### config.mk
export PLATFORM = sky130hd
export DESIGN_NAME = sample_stream_buffer
export DESIGN_NICKNAME = d
export VERILOG_FILES = /design/src/rtl/sample_stream_buffer.sv
export SDC_FILE = /design/constraint.sdc
export NUM_CORES = 1
export LEC_CHECK = 0
export BUFFER_PORTS_ARGS = -buffer_cell sky130_fd_sc_hd__buf_4
export CORE_MARGIN = 5
export CORE_UTILIZATION = 45
export DETAILED_ROUTE_END_ITERATION = 8
export GPL_TIMING_DRIVEN = 0
export PLACE_DENSITY = 0.76
export SLEW_MARGIN = 20
export SYNTH_ARGS = -nofsm -noshare
export SYNTH_HDL_FRONTEND = slang
export SYNTH_SLANG_ARGS = --single-unit
### constraint.sdc
create_clock -name clk -period 3.08 [get_ports clk]
set_input_delay 0.308 -clock clk [delete_from_list [all_inputs] [get_ports clk]]
set_output_delay 0.308 -clock clk [all_outputs]
set_load 0.02 [all_outputs]
### src/rtl/sample_stream_buffer.sv
// Ready/valid stream buffer: first-word-fall-through FIFO with occupancy flags and flush.
// Define SAMPLE_STREAM_BUFFER_STATS_EN to add saturating push/pop/stall counters.
module sample_stream_buffer #(
    parameter int unsigned DATA_WIDTH = 8,
    parameter int unsigned DEPTH      = 4,
    parameter int unsigned CNT_WIDTH  = 16
) (
    input  logic                         clk,
    input  logic                         reset,
    input  logic                         stream_in_valid,
    output logic                         stream_in_ready,
    input  logic [DATA_WIDTH-1:0]        stream_in_data,
    output logic                         stream_out_valid,
    input  logic                         stream_out_ready,
    output logic [DATA_WIDTH-1:0]        stream_out_data,
    input  logic                         flush,
    output logic [$clog2(DEPTH+1)-1:0]   level,
    output logic                         full,
`ifdef SAMPLE_STREAM_BUFFER_STATS_EN
    output logic [CNT_WIDTH-1:0]         in_count,
    output logic [CNT_WIDTH-1:0]         out_count,
    output logic [CNT_WIDTH-1:0]         stall_count,
`endif
    output logic                         empty
);

    localparam int unsigned PtrW = $clog2(DEPTH);
    localparam int unsigned LvlW = $clog2(DEPTH + 1);

    if (DEPTH < 2 || (DEPTH & (DEPTH - 1)) != 0 || DATA_WIDTH < 1 || CNT_WIDTH < 1)
    begin : gen_param_check
        $error("sample_stream_buffer: illegal parameter combination");
    end

    logic [DATA_WIDTH-1:0] mem_q [DEPTH];
    logic [PtrW-1:0]       wr_ptr_q, wr_ptr_d;
    logic [PtrW-1:0]       rd_ptr_q, rd_ptr_d;
    logic [LvlW-1:0]       level_q, level_d;
    logic                  push, pop;

    assign full             = (level_q == LvlW'(DEPTH));
    assign empty            = (level_q == '0);
    assign level            = level_q;
    assign stream_in_ready  = !full && !reset && !flush;
    assign stream_out_valid = !empty;
    assign stream_out_data  = mem_q[rd_ptr_q];

    assign push = stream_in_valid && stream_in_ready;
    assign pop  = stream_out_valid && stream_out_ready;

    always_comb begin
        wr_ptr_d = wr_ptr_q;
        rd_ptr_d = rd_ptr_q;
        level_d  = level_q;
        if (flush) begin
            wr_ptr_d = '0;
            rd_ptr_d = '0;
            level_d  = '0;
        end else begin
            if (push) wr_ptr_d = wr_ptr_q + PtrW'(1);
            if (pop)  rd_ptr_d = rd_ptr_q + PtrW'(1);
            case ({push, pop})
                2'b10:   level_d = level_q + LvlW'(1);
                2'b01:   level_d = level_q - LvlW'(1);
                default: level_d = level_q;
            endcase
        end
    end

    always_ff @(posedge clk) begin
        if (reset) begin
            wr_ptr_q <= '0;
            rd_ptr_q <= '0;
            level_q  <= '0;
        end else begin
            wr_ptr_q <= wr_ptr_d;
            rd_ptr_q <= rd_ptr_d;
            level_q  <= level_d;
        end
    end

    // Storage is deliberately not reset; push already excludes reset and flush.
    always_ff @(posedge clk) begin
        if (push) mem_q[wr_ptr_q] <= stream_in_data;
    end

`ifdef SAMPLE_STREAM_BUFFER_STATS_EN
    logic [CNT_WIDTH-1:0] in_cnt_q, in_cnt_d;
    logic [CNT_WIDTH-1:0] out_cnt_q, out_cnt_d;
    logic [CNT_WIDTH-1:0] stall_cnt_q, stall_cnt_d;

    always_comb begin
        in_cnt_d    = in_cnt_q;
        out_cnt_d   = out_cnt_q;
        stall_cnt_d = stall_cnt_q;
        if (push && in_cnt_q != '1) in_cnt_d = in_cnt_q + CNT_WIDTH'(1);
        // A pop coinciding with flush is discarded, so it is not counted.
        if (pop && !flush && out_cnt_q != '1) out_cnt_d = out_cnt_q + CNT_WIDTH'(1);
        if (stream_out_valid && !stream_out_ready && stall_cnt_q != '1) begin
            stall_cnt_d = stall_cnt_q + CNT_WIDTH'(1);
        end
    end

    always_ff @(posedge clk) begin
        if (reset) begin
            in_cnt_q    <= '0;
            out_cnt_q   <= '0;
            stall_cnt_q <= '0;
        end else begin
            in_cnt_q    <= in_cnt_d;
            out_cnt_q   <= out_cnt_d;
            stall_cnt_q <= stall_cnt_d;
        end
    end

    assign in_count    = in_cnt_q;
    assign out_count   = out_cnt_q;
    assign stall_count = stall_cnt_q;
`endif

endmodule

==> impl_results.md <==
* Nets at 152
* Final wirelength at 2602 µm
* Tightest Hold Check Type: input port to flip-flop
* Clock transition time at the flip-flop clock pins of the worst setup and hold paths at 0.08 ns
* Critical path launch point: level[2]
* Capturing element of the worst setup path: level[2]
* Required time of the critical path at 3.30 ns
* Antenna violations before repair at 0
* CP Data Arrival Time at 2.64 ns
* P&R area growth vs syn at 24.00%
* Post-route total power at 1.154 mW
* Total die area at 4985 µm²
* Yosys warnings at 0
* Worst R2R Start: level[2]
* Number of buffers inserted during clock tree synthesis at 5
* Setup total negative slack at 0 ns
* Post-synthesis cell type with the largest combined area: sky130_fd_sc_hd__edfxtp_1
* Area of the core at 3606 µm²
* Slew headroom at 60.93%
* TritonCTS clock tree: done
* Cell Rows at 22
* Area post-placement at 1916 µm²
* Die width at 70.61 µm
* Count of cells resized by post-cts repair at 0
* Antenna-violating nets left at 0
* Final global-route overflow total at 0
* Critical Setup Path Class: flip-flop to flip-flop
* Routed wirelength normalized by instance count at 14.30 µm
* RSZ-0062 raised after global routing: false
* Number of sinks handled by clock tree synthesis at 41
* Max Cap Violations at 0
* Buffers on Ports at 27
* Power per unit of standard cell area at 563.2 nW/µm²
* Cells traversed along the worst timing path: or3b_1 -> buf_2 -> and2_4 -> inv_1 -> ha_1 -> inv_1 -> fa_1 -> xor2_1 -> or3_1 -> a21oi_1
* Share of the synthesized area in the top cell type at 58.14%
* Reg-to-reg endpoint: level[2]
* Static Leak at 0.7614 nW
* Part of the cycle the worst path needs at 78.48%
* First DRT Iteration DRCs at 97
* Number of flops mapped to enable cells by yosys at 32
* Achievable Freq at 0.4137 GHz
* Crit Path Max Fanout at 8
* Count of distinct cell types in the synthesized netlist at 26
* Routability congestion estimate from global placement at 0.7722
* Worst setup skew after layout at 0.004659 ns
* Cell at the slowest stage of the critical path: sky130_fd_sc_hd__dfxtp_1
* Worst IR Drop VDD at 222.5 µV
* Starting utilization of the core area at 45.84%
* Max Slew Vio Count at 0
* Post-detailed-route via-to-cell ratio at 4.901
* Largest net degree at the start of global routing at 14
* Y dimension of the die at 70.61 µm
* Leading cell types by total area after synthesis: sky130_fd_sc_hd__edfxtp_1, sky130_fd_sc_hd__dfxtp_1, sky130_fd_sc_hd__mux4_2
* Post-CTS Hold Buffers at 0
* Reg2Reg Setup Slack at 0.66 ns
* Number of buffers on the longest clock path at 2
* Cell at the root of the clock tree: sky130_fd_sc_hd__clkbuf_8
* Finished Cell Area at 2049 µm²
* Layout cell share with drive strength beyond 1 at 37.31%
* First-pass GRT wire length at 4581 µm
* Transition at the pin with the smallest max-transition slack at 0.5848 ns
* Register bit total from synthesis at 41
* Clock insertion delay at the later pin of the skew report at 0.29 ns
* Seq/Total Area, Yosys at 69.04%
* Total I/O pin count at 28
* DPL Wire Length at 1955 µm
* Outcome: finished clean
* Mapped Area at 1653 µm²
* Final-report setup violation count at 0
* Flip-flop cell with the highest count after synthesis: sky130_fd_sc_hd__edfxtp_1
* H-tree depth reported by CTS at 2
* Async set or reset register ratio after synthesis at 0%
* Net count after synthesis at 118
* Synthesized instance count at 99
* Total number of vias at 892
* Number of detailed-routing iterations run before antenna repair at 4
* Setup Buffers After CTS at 0
* Avg Synthesized Cell Area at 16.70 µm²
* Crit-path max cell delay at 0.40 ns
* Number of antenna cells inserted at 0
* Crit start category: flip-flop
* Final count of hold timing violations at 0
* Final critical path time including I/O delays and setup at 2.417 ns
* Total GRT Usage at 12.03%
* Capturing element type of the critical path: flip-flop
* Vias in the first global route at 990
* Final routed DRC violation total at 0
* Number of cells on the worst reg-to-reg path at 10
* Cell seen most often among critical-path stages: sky130_fd_sc_hd__inv_1
==> kinds of logic (layout without fill, tap and decap cells) <==
family	Yosys count	in the layout	share of synthesized area [%]
AND/OR/NAND/NOR	19	19	6.434
flip-flops	41	41	69.04
AO/OA/AOI/OAI	9	9	3.936
XOR/XNOR	3	3	1.590
multiplexers	8	8	10.90
buffers and inverters	13	48	3.103
adder cells (fa/ha/maj)	6	6	4.996
==> cell usage after synthesis, types with 2 or more instances <==
library cell,count
sky130_fd_sc_hd__o21ai_0,2
sky130_fd_sc_hd__and3_1,4
sky130_fd_sc_hd__inv_1,8
sky130_fd_sc_hd__a21oi_1,3
sky130_fd_sc_hd__nor2_1,6
sky130_fd_sc_hd__xor2_1,3
sky130_fd_sc_hd__mux4_2,8
sky130_fd_sc_hd__dfxtp_1,9
sky130_fd_sc_hd__buf_2,2
sky130_fd_sc_hd__edfxtp_1,32
sky130_fd_sc_hd__ha_1,5
sky130_fd_sc_hd__or3_1,3
==> area by class of cell <==
| class | instances | area, µm² |
|---|---|---|
| Sequential cell | 41 | 1141 |
| Inverter | 9 | 33.78 |
| Timing Repair Buffer | 27 | 202.7 |
| Clock inverter | 3 | 65.06 |
| Multi-Input combinational cell | 45 | 460.4 |
| Buffer | 4 | 17.52 |
| Fill cell | 286 | 1556 |
| Clock buffer | 5 | 68.82 |
| Tap cell | 48 | 60.06 |
==> registers in the layout, summed over array words and instances, names as in the netlist, named ones only <==
name / flops
mem_q: 32
level: 3
rd_ptr_q: 2
wr_ptr_q: 2
==> worst min-delay path by stage <==
stage,startpoint,depth (start not counted),to
floorplan,stream_in_data[0],0,mem_q[0][0]
global placement,rd_ptr_q[1],2,rd_ptr_q[1]
detailed placement,rd_ptr_q[1],2,rd_ptr_q[1]
CTS,stream_in_data[7],1,mem_q[0][7]
global route,stream_in_data[7],1,mem_q[0][7]
finish,stream_in_data[7],1,mem_q[2][7]
==> placed cells by master, fill, tap and decap left out, drive strengths merged, types with 2 or more instances in the layout <==
master / Yosys / layout
and3: 4 / 4
buf: 3 / 30
a21oi: 3 / 3
dfxtp: 9 / 9
bufinv: 0 / 2
nor2: 6 / 6
edfxtp: 32 / 32
clkbuf: 1 / 6
o21ai: 2 / 2
ha: 5 / 5
o31ai: 2 / 2
inv: 9 / 9
or3: 3 / 3
xor2: 3 / 3
mux4: 8 / 8
==> critical path: cells and delay by family (launching register included) <==
family	cells	cell delay (ns)
AO/OA/AOI/OAI	1	0.14
XOR/XNOR	1	0.16
adder cells (fa/ha/maj)	2	0.54
buffers and inverters	3	0.28
flip-flops	1	0.40
AND/OR/NAND/NOR	3	0.83
==> report_power, final <==
| group | leakage, nW | internal, mW | total, mW | switching (mW) |
|---|---|---|---|---|
| clock network | 0.0681 | 0.322 | 0.495 | 0.174 |
| logic | 0.331 | 0.0264 | 0.0548 | 0.0284 |
| registers | 0.362 | 0.602 | 0.604 | 0.00254 |
| total | 0.761 | 0.950 | 1.15 | 0.205 |
==> per-stage QoR <==
| step | utilization [%] | hold slack, ns | setup slack, ns | instances |
|---|---|---|---|---|
| 3_3_place_gp | 53.12 | 0.4697 | 0.7360 | 174 |
| 3_5_place_dp | 53.12 | 0.4935 | 0.6688 | 174 |
| 2_1_floorplan | - | 0.4069 | 0.7022 | 99 |
| 6_report | 56.84 | 0.2113 | 0.6627 | 182 |
| 4_1_cts | 56.84 | 0.2107 | 0.6531 | 182 |
| 5_1_grt | 56.84 | 0.1997 | 0.5329 | 182 |
==> routing by layer <==
layer | share of wire (%) | track usage, % | vias up
met1 | 40 | 13.35 | 424
met3 | 8.5 | 5.398 | 5
met4 | 1.3 | 3.758 | 0
met2 | 50 | 20.79 | 29
li1 | - | - | 434
met5 | 0 | 0 | -
Note: power is estimated with default switching activity, not from simulation.
